## src/rtl/pattern_seq_ctrl_pkg.sv

```systemverilog
// Shared constants and the controller state encoding for the pattern sequencer.
package pattern_seq_pkg;

  // Generator phases per pattern period.
  localparam int PATTERN_LEN_DEF = 11;

  // Width of the phase output.
  localparam int PHASE_W = 4;

  // Controller state, also shown on the board LEDs.
  typedef enum logic [1:0] {
    ST_IDLE  = 2'd0,
    ST_RUN   = 2'd1,
    ST_PAUSE = 2'd2,
    ST_DONE  = 2'd3
  } ctrl_state_e;

endpackage

```

## src/rtl/pattern_seq_ctrl_if.sv

```systemverilog
// Button, target and status bundle between the board glue and the controller.
interface pattern_seq_ctrl_if
  import pattern_seq_pkg::*;
#(
  parameter int CNT_W = 8
) ();

  logic               btn_start;
  logic               btn_stop;
  logic               btn_step;
  logic [CNT_W-1:0]   cycles_target;
  logic               step_en;
  logic               gen_clr;
  logic [PHASE_W-1:0] phase;
  logic [CNT_W-1:0]   period_cnt;
  logic [1:0]         ctrl_state;
  logic               busy;

  modport master (
    output btn_start, btn_stop, btn_step, cycles_target,
    input  step_en, gen_clr, phase, period_cnt, ctrl_state, busy
  );

  modport slave (
    input  btn_start, btn_stop, btn_step, cycles_target,
    output step_en, gen_clr, phase, period_cnt, ctrl_state, busy
  );

endinterface

```

## src/rtl/pattern_seq_ctrl_tick_prescaler.sv

```systemverilog
// Mod-TICK_DIV counter producing the automatic step request.
// tick is combinational so the controller can register step_en on the same
// edge that wraps the count. hold_at_max freezes the count in any position,
// so a stop landing on the terminal count keeps it there for the resume.
module tick_prescaler #(
  parameter int TICK_DIV = 50_000_000
) (
  input  logic clk,
  input  logic reset,
  input  logic en,
  input  logic hold_at_max,
  output logic tick
);

  localparam int            CW        = (TICK_DIV > 1) ? $clog2(TICK_DIV) : 1;
  localparam logic [CW-1:0] CNT_LAST  = CW'(TICK_DIV - 1);
  localparam logic [CW-1:0] CNT_ONE   = CW'(1);
  localparam logic [CW-1:0] CNT_ZERO  = CW'(0);

  logic [CW-1:0] count_r;

  assign tick = en & ~hold_at_max & (count_r == CNT_LAST);

  // Advance the count while enabled and not frozen, wrapping at the terminal value.
  always_ff @(posedge clk) begin
    if (reset) begin
      count_r <= CNT_ZERO;
    end else if (en && !hold_at_max) begin
      count_r <= (count_r == CNT_LAST) ? CNT_ZERO : (count_r + CNT_ONE);
    end else begin
      count_r <= count_r;
    end
  end

endmodule

```

## src/rtl/pattern_seq_ctrl.sv

```systemverilog
// Run/pause/step controller for the 11-phase x/y pattern generator.
// Button edges drive a 4-state FSM; every output is a flop, so phase and
// step_en change on the same edge and phase leads the generator by a cycle.
module pattern_seq_ctrl
  import pattern_seq_pkg::*;
#(
  parameter int TICK_DIV    = 50_000_000,
  parameter int PATTERN_LEN = PATTERN_LEN_DEF,
  parameter int CNT_W       = 8
) (
  input logic               clk,
  input logic               reset,
  pattern_seq_ctrl_if.slave bus
);

  localparam logic [PHASE_W-1:0] PHASE_LAST = PHASE_W'(PATTERN_LEN - 1);
  localparam logic [PHASE_W-1:0] PHASE_ONE  = PHASE_W'(1);
  localparam logic [PHASE_W-1:0] PHASE_ZERO = PHASE_W'(0);
  localparam logic [CNT_W-1:0]   CNT_MAX    = {CNT_W{1'b1}};
  localparam logic [CNT_W-1:0]   CNT_ONE    = CNT_W'(1);
  localparam logic [CNT_W-1:0]   CNT_ZERO   = CNT_W'(0);

  ctrl_state_e        state_r, state_n_s;
  logic               start_q_r, stop_q_r, step_q_r;
  logic               ev_start_s, ev_stop_s, ev_step_s;
  logic [PHASE_W-1:0] phase_r, phase_n_s;
  logic [CNT_W-1:0]   cnt_r, cnt_n_s;
  logic [CNT_W-1:0]   target_r, target_n_s;
  logic               step_en_r, gen_clr_r, busy_r;
  logic               step_n_s, clr_n_s, do_step_s;
  logic               presc_clr_s, presc_en_s, presc_hold_s, presc_rst_s, tick_s;

  assign ev_start_s = bus.btn_start & ~start_q_r;
  assign ev_stop_s  = bus.btn_stop  & ~stop_q_r;
  assign ev_step_s  = bus.btn_step  & ~step_q_r;

  // A fresh start clears the prescaler alongside the reset.
  assign presc_rst_s = reset | presc_clr_s;

  tick_prescaler #(
    .TICK_DIV (TICK_DIV)
  ) u_presc (
    .clk         (clk),
    .reset       (presc_rst_s),
    .en          (presc_en_s),
    .hold_at_max (presc_hold_s),
    .tick        (tick_s)
  );

  // Next state, step request and counter updates; stop beats start beats step.
  always_comb begin
    state_n_s    = state_r;
    phase_n_s    = phase_r;
    cnt_n_s      = cnt_r;
    target_n_s   = target_r;
    clr_n_s      = 1'b0;
    do_step_s    = 1'b0;
    presc_clr_s  = 1'b0;
    presc_en_s   = 1'b0;
    presc_hold_s = 1'b0;

    case (state_r)
      ST_RUN: begin
        presc_en_s = 1'b1;
        if (ev_stop_s) begin
          presc_hold_s = 1'b1;
          state_n_s    = ST_PAUSE;
        end else begin
          do_step_s = tick_s;
        end
      end
      ST_PAUSE: begin
        if (ev_stop_s) begin
          state_n_s = ST_IDLE;
          clr_n_s   = 1'b1;
          phase_n_s = PHASE_ZERO;
          cnt_n_s   = CNT_ZERO;
        end else if (ev_start_s) begin
          state_n_s = ST_RUN;
        end else begin
          do_step_s = ev_step_s;
        end
      end
      ST_IDLE, ST_DONE: begin
        if (ev_stop_s && (state_r == ST_DONE)) begin
          state_n_s = ST_IDLE;
        end else if (ev_start_s) begin
          state_n_s   = ST_RUN;
          clr_n_s     = 1'b1;
          phase_n_s   = PHASE_ZERO;
          cnt_n_s     = CNT_ZERO;
          presc_clr_s = 1'b1;
          target_n_s  = bus.cycles_target;
        end else begin
          state_n_s = state_r;
        end
      end
      default: begin
        state_n_s = ST_IDLE;
      end
    endcase

    step_n_s = do_step_s;
    if (do_step_s) begin
      if (phase_r == PHASE_LAST) begin
        phase_n_s = PHASE_ZERO;
        cnt_n_s   = (cnt_r == CNT_MAX) ? cnt_r : (cnt_r + CNT_ONE);
        state_n_s = ((target_r != CNT_ZERO) && (cnt_n_s == target_r)) ? ST_DONE : state_n_s;
      end else begin
        phase_n_s = phase_r + PHASE_ONE;
      end
    end else begin
      step_n_s = 1'b0;
    end
  end

  // Button history, FSM state and all registered outputs.
  always_ff @(posedge clk) begin
    if (reset) begin
      start_q_r <= 1'b0;
      stop_q_r  <= 1'b0;
      step_q_r  <= 1'b0;
      state_r   <= ST_IDLE;
      phase_r   <= PHASE_ZERO;
      cnt_r     <= CNT_ZERO;
      target_r  <= CNT_ZERO;
      step_en_r <= 1'b0;
      gen_clr_r <= 1'b0;
      busy_r    <= 1'b0;
    end else begin
      start_q_r <= bus.btn_start;
      stop_q_r  <= bus.btn_stop;
      step_q_r  <= bus.btn_step;
      state_r   <= state_n_s;
      phase_r   <= phase_n_s;
      cnt_r     <= cnt_n_s;
      target_r  <= target_n_s;
      step_en_r <= step_n_s;
      gen_clr_r <= clr_n_s;
      busy_r    <= (state_n_s == ST_RUN) || (state_n_s == ST_PAUSE);
    end
  end

  assign bus.step_en    = step_en_r;
  assign bus.gen_clr    = gen_clr_r;
  assign bus.phase      = phase_r;
  assign bus.period_cnt = cnt_r;
  assign bus.ctrl_state = state_r;
  assign bus.busy       = busy_r;

endmodule

```

## src/flat_wrapper.sv

```systemverilog
// flat-port wrapper written by rule: the top's interface ports become plain ports
module pattern_seq_ctrl_flat import pattern_seq_pkg::*;
#(
  parameter int TICK_DIV    = 50_000_000,
  parameter int PATTERN_LEN = PATTERN_LEN_DEF,
  parameter int CNT_W       = 8
)
  (clk, reset, bus_btn_start, bus_btn_stop, bus_btn_step, bus_cycles_target, bus_step_en, bus_gen_clr, bus_phase, bus_period_cnt, bus_ctrl_state, bus_busy);
  pattern_seq_ctrl_if #(.CNT_W(CNT_W)) bus_i ();
  input logic clk;
  input logic reset;
  input wire logic [$bits(bus_i.btn_start)-1:0] bus_btn_start;
  input wire logic [$bits(bus_i.btn_stop)-1:0] bus_btn_stop;
  input wire logic [$bits(bus_i.btn_step)-1:0] bus_btn_step;
  input wire logic [$bits(bus_i.cycles_target)-1:0] bus_cycles_target;
  output wire logic [$bits(bus_i.step_en)-1:0] bus_step_en;
  output wire logic [$bits(bus_i.gen_clr)-1:0] bus_gen_clr;
  output wire logic [$bits(bus_i.phase)-1:0] bus_phase;
  output wire logic [$bits(bus_i.period_cnt)-1:0] bus_period_cnt;
  output wire logic [$bits(bus_i.ctrl_state)-1:0] bus_ctrl_state;
  output wire logic [$bits(bus_i.busy)-1:0] bus_busy;
  assign bus_i.btn_start = bus_btn_start;
  assign bus_i.btn_stop = bus_btn_stop;
  assign bus_i.btn_step = bus_btn_step;
  assign bus_i.cycles_target = bus_cycles_target;
  assign bus_step_en = bus_i.step_en;
  assign bus_gen_clr = bus_i.gen_clr;
  assign bus_phase = bus_i.phase;
  assign bus_period_cnt = bus_i.period_cnt;
  assign bus_ctrl_state = bus_i.ctrl_state;
  assign bus_busy = bus_i.busy;
  pattern_seq_ctrl #(.TICK_DIV(TICK_DIV), .PATTERN_LEN(PATTERN_LEN), .CNT_W(CNT_W)) u_core (.clk(clk), .reset(reset), .bus(bus_i));
endmodule
```

## config.mk

```make
export PLATFORM = sky130hd
export DESIGN_NAME = pattern_seq_ctrl_flat
export DESIGN_NICKNAME = d
export VERILOG_FILES = /design/src/rtl/pattern_seq_ctrl_pkg.sv /design/src/rtl/pattern_seq_ctrl_if.sv /design/src/rtl/pattern_seq_ctrl_tick_prescaler.sv /design/src/rtl/pattern_seq_ctrl.sv /design/src/flat_wrapper.sv
export SDC_FILE = /design/constraint.sdc
export NUM_CORES = 1
export LEC_CHECK = 0
export BUFFER_PORTS_ARGS = -buffer_cell sky130_fd_sc_hd__buf_2
export CAP_MARGIN = 40
export CORE_MARGIN = 8
export CORE_UTILIZATION = 40
export CTS_CLUSTER_DIAMETER = 100
export DETAILED_ROUTE_END_ITERATION = 16
export SYNTH_ARGS = -nofsm -noshare
export SYNTH_HDL_FRONTEND = slang
export SYNTH_HIERARCHICAL = 1
export SYNTH_SLANG_ARGS = --single-unit
```

## constraint.sdc

```tcl
create_clock -name clk -period 4.72 [get_ports clk]
set_input_delay 0.708 -clock clk [delete_from_list [all_inputs] [get_ports clk]]
set_output_delay 0.708 -clock clk [all_outputs]
set_load 0.005 [all_outputs]
```

# [Word level (Yosys, flattened, before mapping)]
# Index checks and enable logic that the tools add are counted.
[op_classes] n_eq_ne=12 div_mod_pow=0 multipliers=0 reduce_logical=11 add_sub_neg=3 mux=34 magnitude_cmp=0 bitwise_logic=11 shift=0
[ops] op="8-bit two-way mux" n=6
[ops] op="26-bit by 1-bit adder with 26-bit output, second input constant" n=1
[ops] op="26-bit == test, second input constant" n=1
[ops] op="26-bit two-way mux" n=1
[ops] op="4-bit two-way mux" n=5
[ops] op="8-bit case mux with 2 select lines" n=1
[ops] op="2-bit two-way mux" n=7
[ops] op="1-bit two-way mux" n=10
[ops] op="8-bit by 1-bit adder with 8-bit output, second input constant" n=1
[ops] op="8-bit == test" n=1
[ops] op="8-bit == test, second input constant" n=1
[ops] op="4-bit case mux with 2 select lines" n=1
[ops] op="8-bit nonzero test" n=1
[ops] op="2-bit == test, second input constant" n=3
[ops] op="3-bit by 1-bit != test with 1-bit output, second input constant" n=2
[ops] op="2-bit case mux with 3 select lines" n=1
[ops] op="1-bit bitwise AND" n=5
[ops] op="1-bit inverter" n=5
[ops] op="4-bit by 1-bit adder with 4-bit output, second input constant" n=1
[ops] op="2-bit by 1-bit == test with 1-bit output, second input constant" n=2
[ops] op="4-bit == test, second input constant" n=1
[ops] op="1-bit case mux with 2 select lines" n=2
[ops] op="4-bit AND reduction" n=1
[ops] op="1-bit logical AND" n=3
[ops] op="other kinds (8)" n=8
[word_totals] latchBits=0 ramBits=0 regBits=54 in_bits=13 output_inout_bits=17 n_memories=0 romBits=0

# [Logic depth before layout (Yosys ltp)]
[depth] word_depth=12 depth_mapped=12 ltp_nobuf=11

# [Hierarchy]
# The synthesis kept the hierarchy.
[by_module_without_submodules] mod="pattern_seq_ctrl" area_each_um2=1685.4 n_inst=1 seq_area_each_um2=560.5 cells_per_inst=200
[by_module_without_submodules] mod="tick_prescaler" area_each_um2=1352.5 n_inst=1 seq_area_each_um2=520.5 cells_per_inst=155

# [Worst setup path after synthesis]
# OpenSTA, ideal clock, no wires.
[synth_timing] path_kind="input -> register" startpoint="input port bus_btn_stop" endpoint="register u_core.cnt_r[2], in the netlist u_core/bus.period_cnt[2]" t_required_ns=4.629 arrival_ns=2.411 path_slack_ns=2.218 path_buffers=1 stages=10 path_cell_list="nor2b_1 > and2_1 > nor2b_1 > nand4_1 > nor3_1 > a32o_1 > and2_1 > clkbuf_1 > a21oi_1 > a311oi_1"
[synth_via] elab_chain_len=9 elab_cells_between_ends=15
[synth_lines] element="start, declared" line_no="flat_wrapper.sv:13" rtl="input wire logic [$bits(bus_i.btn_stop)-1:0] bus_btn_stop;"
[synth_lines] element="1-bit bitwise AND" line_no="pattern_seq_ctrl.sv:34" rtl="assign ev_stop_s = bus.btn_stop & ~stop_q_r;"
[synth_lines] element="1-bit two-way mux" line_no="pattern_seq_ctrl.sv:65" rtl="if (ev_stop_s) begin"
[synth_lines] element="1-bit two-way mux" line_no="pattern_seq_ctrl.sv:62" rtl="case (state_r)"
[synth_lines] element="net u_core.presc_hold_s" line_no="pattern_seq_ctrl.sv:31" rtl="logic presc_clr_s, presc_en_s, presc_hold_s, presc_rst_s, tick_s;"
[synth_lines] element="1-bit inverter" line_no="pattern_seq_ctrl_tick_prescaler.sv:22" rtl="assign tick = en & ~hold_at_max & (count_r == CNT_LAST);"
[synth_lines] element="1-bit bitwise AND (2 in a row)" line_no="pattern_seq_ctrl_tick_prescaler.sv:22"
[synth_lines] element="net u_core.tick_s" line_no="pattern_seq_ctrl.sv:31"
[synth_lines] element="1-bit two-way mux" line_no="pattern_seq_ctrl.sv:65"
[synth_lines] element="1-bit case mux with 2 select lines" line_no="pattern_seq_ctrl.sv:62"
[synth_lines] element="8-bit two-way mux" line_no="pattern_seq_ctrl.sv:104" rtl="if (do_step_s) begin"
[synth_lines] element="end signal, assigned" line_no="pattern_seq_ctrl.sv:136" rtl="cnt_r <= cnt_n_s;"
[synth_lines] element="end, declared" line_no="pattern_seq_ctrl.sv:27" rtl="logic [CNT_W-1:0] cnt_r, cnt_n_s;"
# The timed path passes the listed nets, and every way through them passes these cells.
# A chain may end at the register's enable or synchronous reset.

# [Worst setup path in the final report]
[layout_timing] startpoint="register u_core.state_r[1], in the netlist u_core/bus.ctrl_state[1]" endpoint="register u_core.busy_r, in the netlist u_core/bus.busy"
[layout_via] elab_cells_between_ends=24
[layout_lines] element="start, declared" line_no="pattern_seq_ctrl.sv:23" rtl="ctrl_state_e state_r, state_n_s;"
[layout_lines] element="start signal, assigned" line_no="pattern_seq_ctrl.sv:134" rtl="state_r <= state_n_s;"
[layout_lines] element="2-bit by 1-bit == test with 1-bit output *" line_no="pattern_seq_ctrl.sv:62"
[layout_lines] element="1-bit two-way mux *" line_no="pattern_seq_ctrl.sv:62"
[layout_lines] element="net u_core.presc_en_s" line_no="pattern_seq_ctrl.sv:31"
[layout_lines] element="1-bit bitwise AND * (2 in a row)" line_no="pattern_seq_ctrl_tick_prescaler.sv:22"
[layout_lines] element="net u_core.tick_s" line_no="pattern_seq_ctrl.sv:31"
[layout_lines] element="1-bit two-way mux *" line_no="pattern_seq_ctrl.sv:65"
[layout_lines] element="1-bit case mux with 2 select lines *" line_no="pattern_seq_ctrl.sv:62"
[layout_lines] element="2-bit two-way mux *" line_no="pattern_seq_ctrl.sv:104"
[layout_lines] element="2-bit by 1-bit == test with 1-bit output or 2-bit == test (tied branches)" line_no="pattern_seq_ctrl.sv:140" rtl="busy_r <= (state_n_s == ST_RUN) || (state_n_s == ST_PAUSE);"
[layout_lines] element="1-bit logical OR *" line_no="pattern_seq_ctrl.sv:140"
[layout_lines] element="end signal, assigned" line_no="pattern_seq_ctrl.sv:140"
[layout_lines] element="end, declared" line_no="pattern_seq_ctrl.sv:29" rtl="logic step_en_r, gen_clr_r, busy_r;"
# Mark *: on every way through the listed nets, which the timed path passes. The rest lies on a longest branch.

==> flow_summary.json <==
{
  "crit_type": "reg -> reg",
  "worst_pin_slew_ns": 0.8263,
  "grt_pass1_vias": 2538,
  "drv_slew": 0,
  "synth_flop_cell": "dfxtp_1",
  "coreArea_um2": 7292,
  "multi_input_area_um2": 1797,
  "clk_pin_slew_ns": 0.10,
  "cp_common_cell": "nand4_1",
  "finalCriticalPeriod_ns": 2.799,
  "hold_viol": 0,
  "power.density_nw_per_um2": 270.0,
  "numClockSinks": 54,
  "cts_setup_buffers": 0,
  "pin_count": 30,
  "rsz0062_at_grt": "no",
  "cts_tree": "built",
  "wl_per_cell_um": 14.74,
  "highest_layer": "met4",
  "fin_ws_ns": 1.921,
  "synth.most_common_cell": "dfxtp_1",
  "holdPathStages": 2,
  "yosys.area.top_type": "dfxtp_1",
  "dp.cells": 466,
  "layout-drive-gt1-share": 0.1493,
  "p_int_uw": 653.7,
  "synth-seq-cells": 54,
  "viasPerCell": 5.631,
  "holdPathEnd": "u_core/u_presc/count_r[23]",
  "synth_edf_count": 0,
  "max_stage_delay_ns": 0.46,
  "setup_tns_ns": 0,
  "cp_slowest_cell": "dfxtp_1",
  "worst-path-max-fanout": 11,
  "cp.arrival_ns": 3.00,
  "async_flop_share": 0,
  "yosys-top-cells-count": "dfxtp_1, nor2_1, a21oi_1",
  "fmax_mhz": 357.3,
  "drtPass1Iterations": 5,
  "wl_met1_mm": 3.355,
  "gp_congestion": 0.8977,
  "fp.dieH_um": 103.2,
  "hpwl_mm": 5.241,
  "maxCapViolations": 0,
  "fp.dieW_um": 103.2,
  "ff2ff_setup_slack_ns": 1.92,
  "fin_cells": 474,
  "p_comb_frac": 0.130,
  "ctsHoldBuffers": 0,
  "reg2reg_from": "u_core/bus.ctrl_state[1]",
  "synth_nets": 376,
  "port-buffer-count": 29,
  "cts-root-buf": "clkbuf_8",
  "clk_latency_ns": 0.31,
  "postRouteAntennaNets": 0,
  "fin_worst_skew_ns": 0.01673,
  "syn_area_per_cell_um2": 8.558,
  "num-fill-cells": 763,
  "synth.top_cell.area_share": 0.3558,
  "maxSlewHeadroom": 0.4458,
  "grt_overflow": 0,
  "grt_pass1_wl_mm": 12.18,
  "path_cells": "inv_1, ha_1, and2_1, nor2b_1, nand4_1, nor3_1, a32o_1, nand3_1, a2111oi_1, nand4_1, nor3b_1",
  "synth.area.top_cells": "dfxtp_1, nor2_1, mux2i_1",
  "start_kind": "flop",
  "yosys_warnings": 6,
  "hold_class": "reg -> reg",
  "netSwitchingPower_uw": 237.5,
  "cts_buffers": 5,
  "drtIter0Drc": 107,
  "endpoint_kind": "flop",
  "synthCells": 355,
  "dieArea_um2": 10640,
  "mappedNetlistArea_um2": 3038,
  "seqPwrFrac": 0.541,
  "seq_area_frac_synth": 0.3558,
  "areaGrowthSynthToFinish_pct": 8.649,
  "routed_wl_mm": 6.988,
  "crit_required_ns": 4.92,
  "gr-usage-all-layers": 0.1411,
  "pre_cts_ws_ns": 1.807,
  "status": "finished, final reports clean",
  "r2r-end": "u_core/bus.busy",
  "row_count": 31,
  "wl_met3_um": 250,
  "wl_met2_mm": 3.314,
  "yosysUniqueCellTypes": 58,
  "leakagePower_uw": 0.001282,
  "setup_viol": 0,
  "power_switching_share": 0.2665,
  "vias": 2669,
  "vdd_drop_max_v": 0.0001542,
  "final-seq-area_um2": 1081,
  "clkPwrFrac": 0.329,
  "nNetsFinal": 395,
  "cts_max_level": 2,
  "antenna_found_initial": 0,
  "start_util": 0.4166,
  "fin_crit_sh": 0.5930,
  "num_antenna_cells": 0,
  "worstRegToRegCells": 11,
  "clockBufferDepth": 2,
  "drc": 0,
  "hp-start": "u_core/u_presc/count_r[23]",
  "grt_max_degree": 28,
  "cts_resized": 0
}
worst max-delay path by stage:
stage / from / end / cells past startpoint
6_report: u_core/bus.ctrl_state[1] / u_core/bus.busy / 11
5_1_grt: u_core/bus.ctrl_state[1] / u_core/bus.phase[2] / 11
3_5_place_dp: bus_btn_stop / u_core/bus.busy / 11
3_3_place_gp: bus_btn_stop / u_core/u_presc/count_r[2] / 8
4_1_cts: u_core/bus.ctrl_state[1] / u_core/bus.busy / 11
2_1_floorplan: bus_btn_stop / u_core/bus.period_cnt[2] / 10
kinds of logic (layout without fill, tap and decap cells):
kind of cell	count (synthesis)	after routing	share of synthesized area
flip-flops	54	54	0.3558
AO/OA/AOI/OAI	76	76	0.1619
XOR/XNOR	21	21	0.06054
multiplexers	13	13	0.04283
buffers and inverters	29	49	0.05436
adder cells (fa/ha/maj)	8	8	0.03295
AND/OR/NAND/NOR	154	154	0.2916
routing by layer:
layer / track usage / up-vias
li1: - / 1339
met1: 0.1797 / 1277
met3: 0.02768 / 8
met2: 0.2372 / 45
met4: 0.03560 / 0
met5: 0 / -
placed cells by master, fill, tap and decap left out, drive strengths merged, types with 7 or more instances in the layout:
cell    instances
ha              8
mux2i          13
nand3          17
buf            30
nor2b          11
nand4          17
or4            11
inv            11
xnor2           7
o21ai          12
nor2           40
clkbuf          7
dfxtp          54
a21oi          28
xor2           14
nand2          14
o31ai          11
flip-flops by register name (all words and copies together) (netlist names):
signal and count:
u_core/u_presc/count_r 26, u_core/bus.period_cnt 8, u_core/target_r 8, u_core/bus.phase 4, u_core/bus.ctrl_state 2, u_core/bus.busy 1, u_core/bus.gen_clr 1, u_core/bus.step_en 1
u_core/start_q_r 1, u_core/step_q_r 1, u_core/stop_q_r 1
power groups by stage:
| stage | clock network (uW) | logic, uW | registers (uW) |
|---|---|---|---|
| finish | 293 | 116 | 482 |
| global route | 320 | 132 | 484 |
| CTS | 303 | 117 | 482 |
| detailed placement | 0 | 117 | 493 |
| global placement | 0 | 117 | 493 |
| floorplan | 0 | 87.8 | 489 |
cell type report:
class                      count  area share
clock buffer                   7     0.02919
clock inverter                 1    0.002654
tap                           99     0.03753
timing repair buffer          30     0.04625
inverter                      11     0.01251
sequential                    54      0.3275
multi-input combinational    272      0.5444
worst max-delay path: cells and delay by family (launching register included):
family                   cells  cell delay, ns
AND/OR/NAND/NOR              7            1.32
buffers and inverters        1            0.09
flip-flops                   1            0.46
adder cells (fa/ha/maj)      1            0.31
AO/OA/AOI/OAI                2            0.51
through the flow:
step	power [uW]	utilization	instance area, um2	hold slack [ns]
floorplan	576.4	-	3038	0.4473
global placement	609.9	0.4382	3196	0.4682
detailed placement	609.7	0.4382	3196	0.4717
CTS	903.2	0.4526	3301	0.4898
global route	936.4	0.4526	3301	0.5203
finish	891.2	0.4526	3301	0.4902
Power figures use the tool's default switching activity.
